**config.mk**
```make
export PLATFORM = sky130hd
export DESIGN_NAME = muldiv_sequencer
export DESIGN_NICKNAME = d
export VERILOG_FILES = /design/src/rtl/muldiv_sequencer.sv
export SDC_FILE = /design/constraint.sdc
export NUM_CORES = 1
export LEC_CHECK = 0
export BUFFER_PORTS_ARGS = -buffer_cell sky130_fd_sc_hd__buf_2
export CELL_PAD_IN_SITES_DETAIL_PLACEMENT = 1
export CELL_PAD_IN_SITES_GLOBAL_PLACEMENT = 1
export CORE_AREA = 2 2 210 212
export CTS_CLUSTER_SIZE = 20
export DETAILED_ROUTE_END_ITERATION = 6
export DIE_AREA = 0 0 212 214
export HOLD_SLACK_MARGIN = 0.15
export PLACE_DENSITY = 0.81
export SYNTH_ARGS = -nofsm -noshare
export SYNTH_HDL_FRONTEND = slang
export SYNTH_SLANG_ARGS = --single-unit
```
**constraint.sdc**
```tcl
create_clock -name clk -period 8.7 [get_ports clk]
set_input_delay 0.87 -clock clk [delete_from_list [all_inputs] [get_ports clk]]
set_output_delay 0.87 -clock clk [all_outputs]
set_load 0.02 [all_outputs]
```
**src/rtl/muldiv_sequencer.sv**
```systemverilog
`default_nettype none
// +--------------------------------------------------------------------------+
// | muldiv_sequencer: iterative MULT/MULTU/DIV/DIVU unit owning HI/LO,       |
// | with busy/stall handshake for MFHI/MFLO.            Revision: 1.0        |
// +--------------------------------------------------------------------------+
module muldiv_sequencer #(
  parameter int WIDTH = 32
) (
  input  logic             clk,
  input  logic             reset,
  input  logic             start,
  input  logic [2:0]       op,
  input  logic [WIDTH-1:0] a,
  input  logic [WIDTH-1:0] b,
  input  logic             read_req,
  output logic             busy,
  output logic             done,
  output logic             stall,
  output logic [WIDTH-1:0] hi,
  output logic [WIDTH-1:0] lo
);

  localparam int CW = $clog2(WIDTH + 1);
  localparam logic [2:0] OP_MTHI = 3'b100;
  localparam logic [2:0] OP_MTLO = 3'b101;

  typedef enum logic [1:0] {
    S_IDLE = 2'd0,
    S_RUN  = 2'd1,
    S_FIX  = 2'd2
  } state_t;

  state_t           state_q, state_d;
  logic [CW-1:0]    cnt_q, cnt_d;
  logic [WIDTH-1:0] acc_q, acc_d;     // product high half / partial remainder
  logic [WIDTH-1:0] wrk_q, wrk_d;     // multiplier / dividend shifting into quotient
  logic [WIDTH-1:0] opd_q, opd_d;     // multiplicand / divisor magnitude
  logic [WIDTH-1:0] aorig_q, aorig_d;
  logic             is_div_q, is_div_d;
  logic             neg_q, neg_d;
  logic             neg_rem_q, neg_rem_d;
  logic             dz_q, dz_d;
  logic [WIDTH-1:0] hi_q, hi_d;
  logic [WIDTH-1:0] lo_q, lo_d;
  logic             busy_q, busy_d;
  logic             done_q, done_d;

  logic             signed_op, a_neg, b_neg;
  logic [WIDTH-1:0] a_mag, b_mag;
  logic [WIDTH:0]   mul_sum;
  logic [WIDTH:0]   div_sh;
  logic [WIDTH+1:0] div_diff;
  logic             div_ge;
  logic [2*WIDTH-1:0] prod, prod_fix;
  logic [WIDTH-1:0] quo_fix, rem_fix;
  logic             unused_bits;

  assign signed_op = op[0] & ~op[2];
  assign a_neg     = signed_op & a[WIDTH-1];
  assign b_neg     = signed_op & b[WIDTH-1];
  assign a_mag     = a_neg ? -a : a;
  assign b_mag     = b_neg ? -b : b;

  assign mul_sum  = {1'b0, acc_q} + (wrk_q[0] ? {1'b0, opd_q} : '0);
  assign div_sh   = {acc_q, wrk_q[WIDTH-1]};
  assign div_diff = {1'b0, div_sh} - {2'b00, opd_q};
  assign div_ge   = ~div_diff[WIDTH+1];

  assign prod     = {acc_q, wrk_q};
  assign prod_fix = neg_q ? -prod : prod;
  assign quo_fix  = neg_q ? -wrk_q : wrk_q;
  assign rem_fix  = neg_rem_q ? -acc_q : acc_q;

  // Top bits are provably zero whenever they would be kept.
  assign unused_bits = ^{div_diff[WIDTH], div_sh[WIDTH]};

  always_comb begin
    state_d   = state_q;
    cnt_d     = cnt_q;
    acc_d     = acc_q;
    wrk_d     = wrk_q;
    opd_d     = opd_q;
    aorig_d   = aorig_q;
    is_div_d  = is_div_q;
    neg_d     = neg_q;
    neg_rem_d = neg_rem_q;
    dz_d      = dz_q;
    hi_d      = hi_q;
    lo_d      = lo_q;
    busy_d    = busy_q;
    done_d    = 1'b0;

    case (state_q)
      S_IDLE: begin
        if (start) begin
          if (op[2] == 1'b0) begin
            acc_d     = '0;
            wrk_d     = op[1] ? a_mag : b_mag;
            opd_d     = op[1] ? b_mag : a_mag;
            aorig_d   = a;
            is_div_d  = op[1];
            neg_d     = a_neg ^ b_neg;
            neg_rem_d = a_neg;
            dz_d      = (b == '0);
            cnt_d     = '0;
            busy_d    = 1'b1;
            state_d   = S_RUN;
          end else if (op == OP_MTHI) begin
            hi_d = a;
          end else if (op == OP_MTLO) begin
            lo_d = a;
          end
        end
      end
      S_RUN: begin
        if (is_div_q) begin
          acc_d = div_ge ? div_diff[WIDTH-1:0] : div_sh[WIDTH-1:0];
          wrk_d = {wrk_q[WIDTH-2:0], div_ge};
        end else begin
          acc_d = mul_sum[WIDTH:1];
          wrk_d = {mul_sum[0], wrk_q[WIDTH-1:1]};
        end
        cnt_d = cnt_q + 1'b1;
        if (cnt_q == CW'(WIDTH - 1)) state_d = S_FIX;
      end
      S_FIX: begin
        if (is_div_q) begin
          if (dz_q) begin
            lo_d = '1;
            hi_d = aorig_q;
          end else begin
            lo_d = quo_fix;
            hi_d = rem_fix;
          end
        end else begin
          {hi_d, lo_d} = prod_fix;
        end
        cnt_d   = '0;
        busy_d  = 1'b0;
        done_d  = 1'b1;
        state_d = S_IDLE;
      end
      default: begin
        busy_d  = 1'b0;
        state_d = S_IDLE;
      end
    endcase
  end

  always_ff @(posedge clk or posedge reset) begin
    if (reset) begin
      state_q   <= S_IDLE;
      cnt_q     <= '0;
      acc_q     <= '0;
      wrk_q     <= '0;
      opd_q     <= '0;
      aorig_q   <= '0;
      is_div_q  <= 1'b0;
      neg_q     <= 1'b0;
      neg_rem_q <= 1'b0;
      dz_q      <= 1'b0;
      hi_q      <= '0;
      lo_q      <= '0;
      busy_q    <= 1'b0;
      done_q    <= 1'b0;
    end else begin
      state_q   <= state_d;
      cnt_q     <= cnt_d;
      acc_q     <= acc_d;
      wrk_q     <= wrk_d;
      opd_q     <= opd_d;
      aorig_q   <= aorig_d;
      is_div_q  <= is_div_d;
      neg_q     <= neg_d;
      neg_rem_q <= neg_rem_d;
      dz_q      <= dz_d;
      hi_q      <= hi_d;
      lo_q      <= lo_d;
      busy_q    <= busy_d;
      done_q    <= done_d;
    end
  end

  assign busy  = busy_q;
  assign done  = done_q;
  assign stall = read_req & busy_q;
  assign hi    = hi_q;
  assign lo    = lo_q;

endmodule
`default_nettype wire
```
==> results.json <==
{
  "grt_overflow_total": 0,
  "wirelength_mm": 69.53,
  "final_max_slew_viol_count": 0,
  "dieHeight_microns": 214,
  "numCtsBuffers": 25,
  "dpl.cell_count": 2799,
  "htreeDepth": 1,
  "root_buffer": "clkbuf_16",
  "drt_iter0_drc": 1577,
  "r2r_slack_ps": 4520,
  "synthMuxAreaShare": 0.02882,
  "crit_chain": "inv_1 > buf_4 > nor2_1 > ha_1 > o21a_1 > o211ai_1 > a211o_1 > a311oi_1 > o21ai_0 > a21o_1 > o31a_1 > xnor2_1 > a221o_1",
  "ant_nets": 0,
  "fmax_mhz": 239.0,
  "num_antenna_cells": 0,
  "r2r_end": "acc_q[25]",
  "r2r_cells": 13,
  "slowest_delay_ps": 500,
  "ys_seq_area_frac": 0.3029,
  "critPathKind": "register to register",
  "cp_max_fo": 31,
  "floorplan.initialDensity": 0.3969,
  "syn_area_per_cell_sq_um": 7.691,
  "worstPathRequired_ps": 9150,
  "dp_hpwl_mm": 52.63,
  "core_area_sq_um": 42890,
  "status": "finished clean",
  "setup_viol": 0,
  "area_delta_synth_final_pct": 9.998,
  "fin_ws_ps": 4516,
  "power_leakage_uw": 0.008126,
  "worstSetupEndpoint": "acc_q[25]",
  "grt_pass1_wl_mm": 107.2,
  "cts_max_path_buffers": 3,
  "numPortBuffers": 137,
  "post_cts_buffers": 0,
  "tns_ps": 0,
  "finalNonFillerCells": 2844,
  "routabilityCongestion": 0.9442,
  "clock-sinks": 206,
  "yosys.area_share.xor_xnor": 0.08851,
  "finClkSkew_ps": 22.64,
  "dr.pass1.iters": 7,
  "startpoint_type": "register",
  "hold_buffers": 0,
  "drv_cap": 0,
  "netlist_area_sq_um": 17020,
  "fin_total_pwr_uw": 7541,
  "antenna_found_initial": 2,
  "yosys.area_share.simple": 0.1987,
  "yosysWarnings": 0,
  "tightest_slew_ps": 1231,
  "drc_errors": 0,
  "power_density_nw_per_um2": 402.8,
  "chipWidth_microns": 212,
  "arrival_ps": 4630,
  "cts_tree": "yes",
  "wire_per_inst_microns": 24.45,
  "rows": 76,
  "rsz0062_at_grt": "false",
  "finalCritPeriodShare": 0.4810,
  "synth-main-ff-cell": "dfrtp_1",
  "synthArstFlopShare": 1.000,
  "drive_above_1_share": 0.09872,
  "grt_usage": 0.3047,
  "vias": 17685,
  "synth_compound_area_frac": 0.2705,
  "synth-edff-count": 0,
  "hold_viol_final": 0,
  "vdd_ir_drop_max_mv": 0.2191,
  "synthAdderAreaFrac": 0.05308,
  "synth_nets": 2355,
  "pre_cts_ws_ps": 4109,
  "grt_max_degree": 107,
  "pin_count": 138,
  "r2r_start": "wrk_q[0]",
  "min_path_type": "primary input to async pin",
  "synthCells": 2213,
  "worstSkewPairLatency_ps": 570,
  "post_cts_resized": 0,
  "grt_pass1_vias": 17866,
  "finalWorstPathRequiredPeriod_ps": 4184,
  "yosysUniqueCellTypes": 79,
  "synth_top_family_by_area": "compound AO/OA/AOI/OAI gates",
  "final_nets": 2383,
  "crit_path_end_kind": "register",
  "die-area_sq_um": 45370,
  "cp_slowest_cell": "dfrtp_1",
  "ys_ff_latch": 206,
  "clk_pin_slew_ps": 70,
  "viasPerCell": 6.218,
  "crit_start": "wrk_q[0]",
  "slew_headroom": 0.1777
}
## how the worst min path moves through the flow
| stage | start | end | cells past startpoint |
|---|---|---|---|
| after floorplan | aorig_q[21] | aorig_q[21] | 2 |
| after global placement | aorig_q[24] | aorig_q[24] | 2 |
| after detailed placement | aorig_q[10] | aorig_q[10] | 2 |
| after CTS | aorig_q[26] | aorig_q[26] | 2 |
| after global routing | cnt_q[5] | state_q[1] | 1 |
| final | reset | hi[26] | 2 |
## kinds of logic (layout without fill, tap and decap cells)
group,after synthesis,in the layout
DFF,206,206
muxes,49,49
and+or+nand+nor,737,737
xor gates and xnor gates,172,172
AOI/OAI and AO/OA,745,745
buffers and inverters,233,279
adders and majority gates,71,71
## per-stage QoR
step,hold slack (ps),area [sq um],utilization
floorplan,440.4,17020,-
global placement,452.4,17930,0.4181
detailed placement,457.9,17930,0.4181
CTS,473.1,18720,0.4365
global route,485.4,18720,0.4365
finish,443.8,18720,0.4365
## flip-flops by register name (all words and copies together) (netlist names)
signal     cells
is_div_q       1
aorig_q       32
acc_q         32
hi            32
state_q        2
lo            32
done           1
busy           1
wrk_q         32
dz_q           1
neg_rem_q      1
neg_q          1
cnt_q          6
opd_q         32
## layout by cell type (no fill, tap or decap), types with 6 or more instances in the layout
| cell | netlist | routed |
|---|---|---|
| o21a_1 | 11 | 11 |
| o31ai_1 | 21 | 21 |
| ha_1 | 69 | 69 |
| mux2i_1 | 49 | 49 |
| xnor2_1 | 90 | 90 |
| o22ai_1 | 40 | 40 |
| o41ai_1 | 6 | 6 |
| nor2b_1 | 14 | 13 |
| nand3_1 | 51 | 51 |
| nor2_1 | 170 | 167 |
| nand4_1 | 15 | 15 |
| o221ai_1 | 10 | 10 |
| a21oi_1 | 178 | 178 |
| or4_1 | 12 | 12 |
| a211oi_1 | 35 | 35 |
| a221o_1 | 8 | 8 |
| dfrtp_1 | 206 | 205 |
| a31oi_1 | 35 | 35 |
| buf_2 | 1 | 137 |
| a21o_1 | 36 | 36 |
| clkbuf_16 | 0 | 25 |
| a32oi_1 | 6 | 6 |
| and2_1 | 18 | 18 |
| o211ai_1 | 44 | 44 |
| buf_4 | 2 | 20 |
| o21ai_0 | 227 | 227 |
| and3_1 | 16 | 16 |
| nor3_1 | 50 | 49 |
| o21bai_1 | 13 | 13 |
| a22oi_1 | 22 | 22 |
| nor4_1 | 19 | 19 |
| inv_1 | 75 | 74 |
| nand2_1 | 303 | 303 |
| or3_1 | 21 | 20 |
| xor2_1 | 82 | 82 |
| a221oi_1 | 7 | 7 |
| clkinv_2 | 0 | 7 |
| nand2b_1 | 22 | 22 |
## cell type report
class	count	area, sq um
fillers	5244	24160
clock inverters	13	118.9
clock buffers	32	671.9
flip-flops and latches	206	5156
repair buffers	157	835.8
well taps	585	732.0
multi-input cells	1774	10910
inverters	77	296.5
## power breakdown
part           internal [uW]  switching [uW]
sequential              1390             621
combinational           1710            2770
clock                    581             470
total                   3680            3870
## routing by layer
layer,vias to the layer above,routed length [microns],global-route usage
met4,4,3238,0.1268
met3,179,4819,0.05043
met1,8829,28730,0.3982
met5,-,31,0
met2,650,32710,0.4975
li1,8023,-,-
## worst max-delay path: cells and delay by family, from the launching register on
kind / cells / cell delay [ps]
compound gates: 8 / 2350
buf+inv: 2 / 520
flops: 1 / 500
fa+ha+maj: 1 / 430
xor+xnor: 1 / 130
simple gates: 1 / 100
## Yosys cell counts, types with 4 or more instances
master / number / share of area
nand2_1: 303 / 0.067
a211oi_1: 35 / 0.015
o22ai_1: 40 / 0.015
o31a_1: 4 / 0.0021
nand2b_1: 22 / 0.0081
o31ai_1: 21 / 0.0093
buf_1: 12 / 0.0026
or3_1: 21 / 0.0077
o41ai_1: 6 / 0.0031
a22o_1: 4 / 0.0021
a221oi_1: 7 / 0.0036
o21a_1: 11 / 0.0049
a21o_1: 36 / 0.016
a31o_2: 5 / 0.0026
o211ai_1: 44 / 0.019
xor2_1: 82 / 0.042
mux2i_1: 49 / 0.029
nand4_1: 15 / 0.0055
nor2b_1: 14 / 0.0051
nor3_1: 50 / 0.015
xnor2_1: 90 / 0.046
a21oi_1: 178 / 0.052
nor4_1: 19 / 0.0070
and3b_1: 4 / 0.0021
buf_6: 4 / 0.0026
or4_1: 12 / 0.0053
a31oi_1: 35 / 0.013
a32oi_1: 6 / 0.0031
a221o_1: 8 / 0.0047
ha_1: 69 / 0.051
nand3_1: 51 / 0.015
or2_2: 5 / 0.0018
nor2_1: 170 / 0.037
o21bai_1: 13 / 0.0057
dfrtp_1: 206 / 0.30
o21ai_0: 227 / 0.067
inv_1: 75 / 0.017
clkbuf_1: 129 / 0.028
o221ai_1: 10 / 0.0051
and2_1: 18 / 0.0066
and3_1: 16 / 0.0059
a22oi_1: 22 / 0.0097
(Power assumes the default switching activity.)
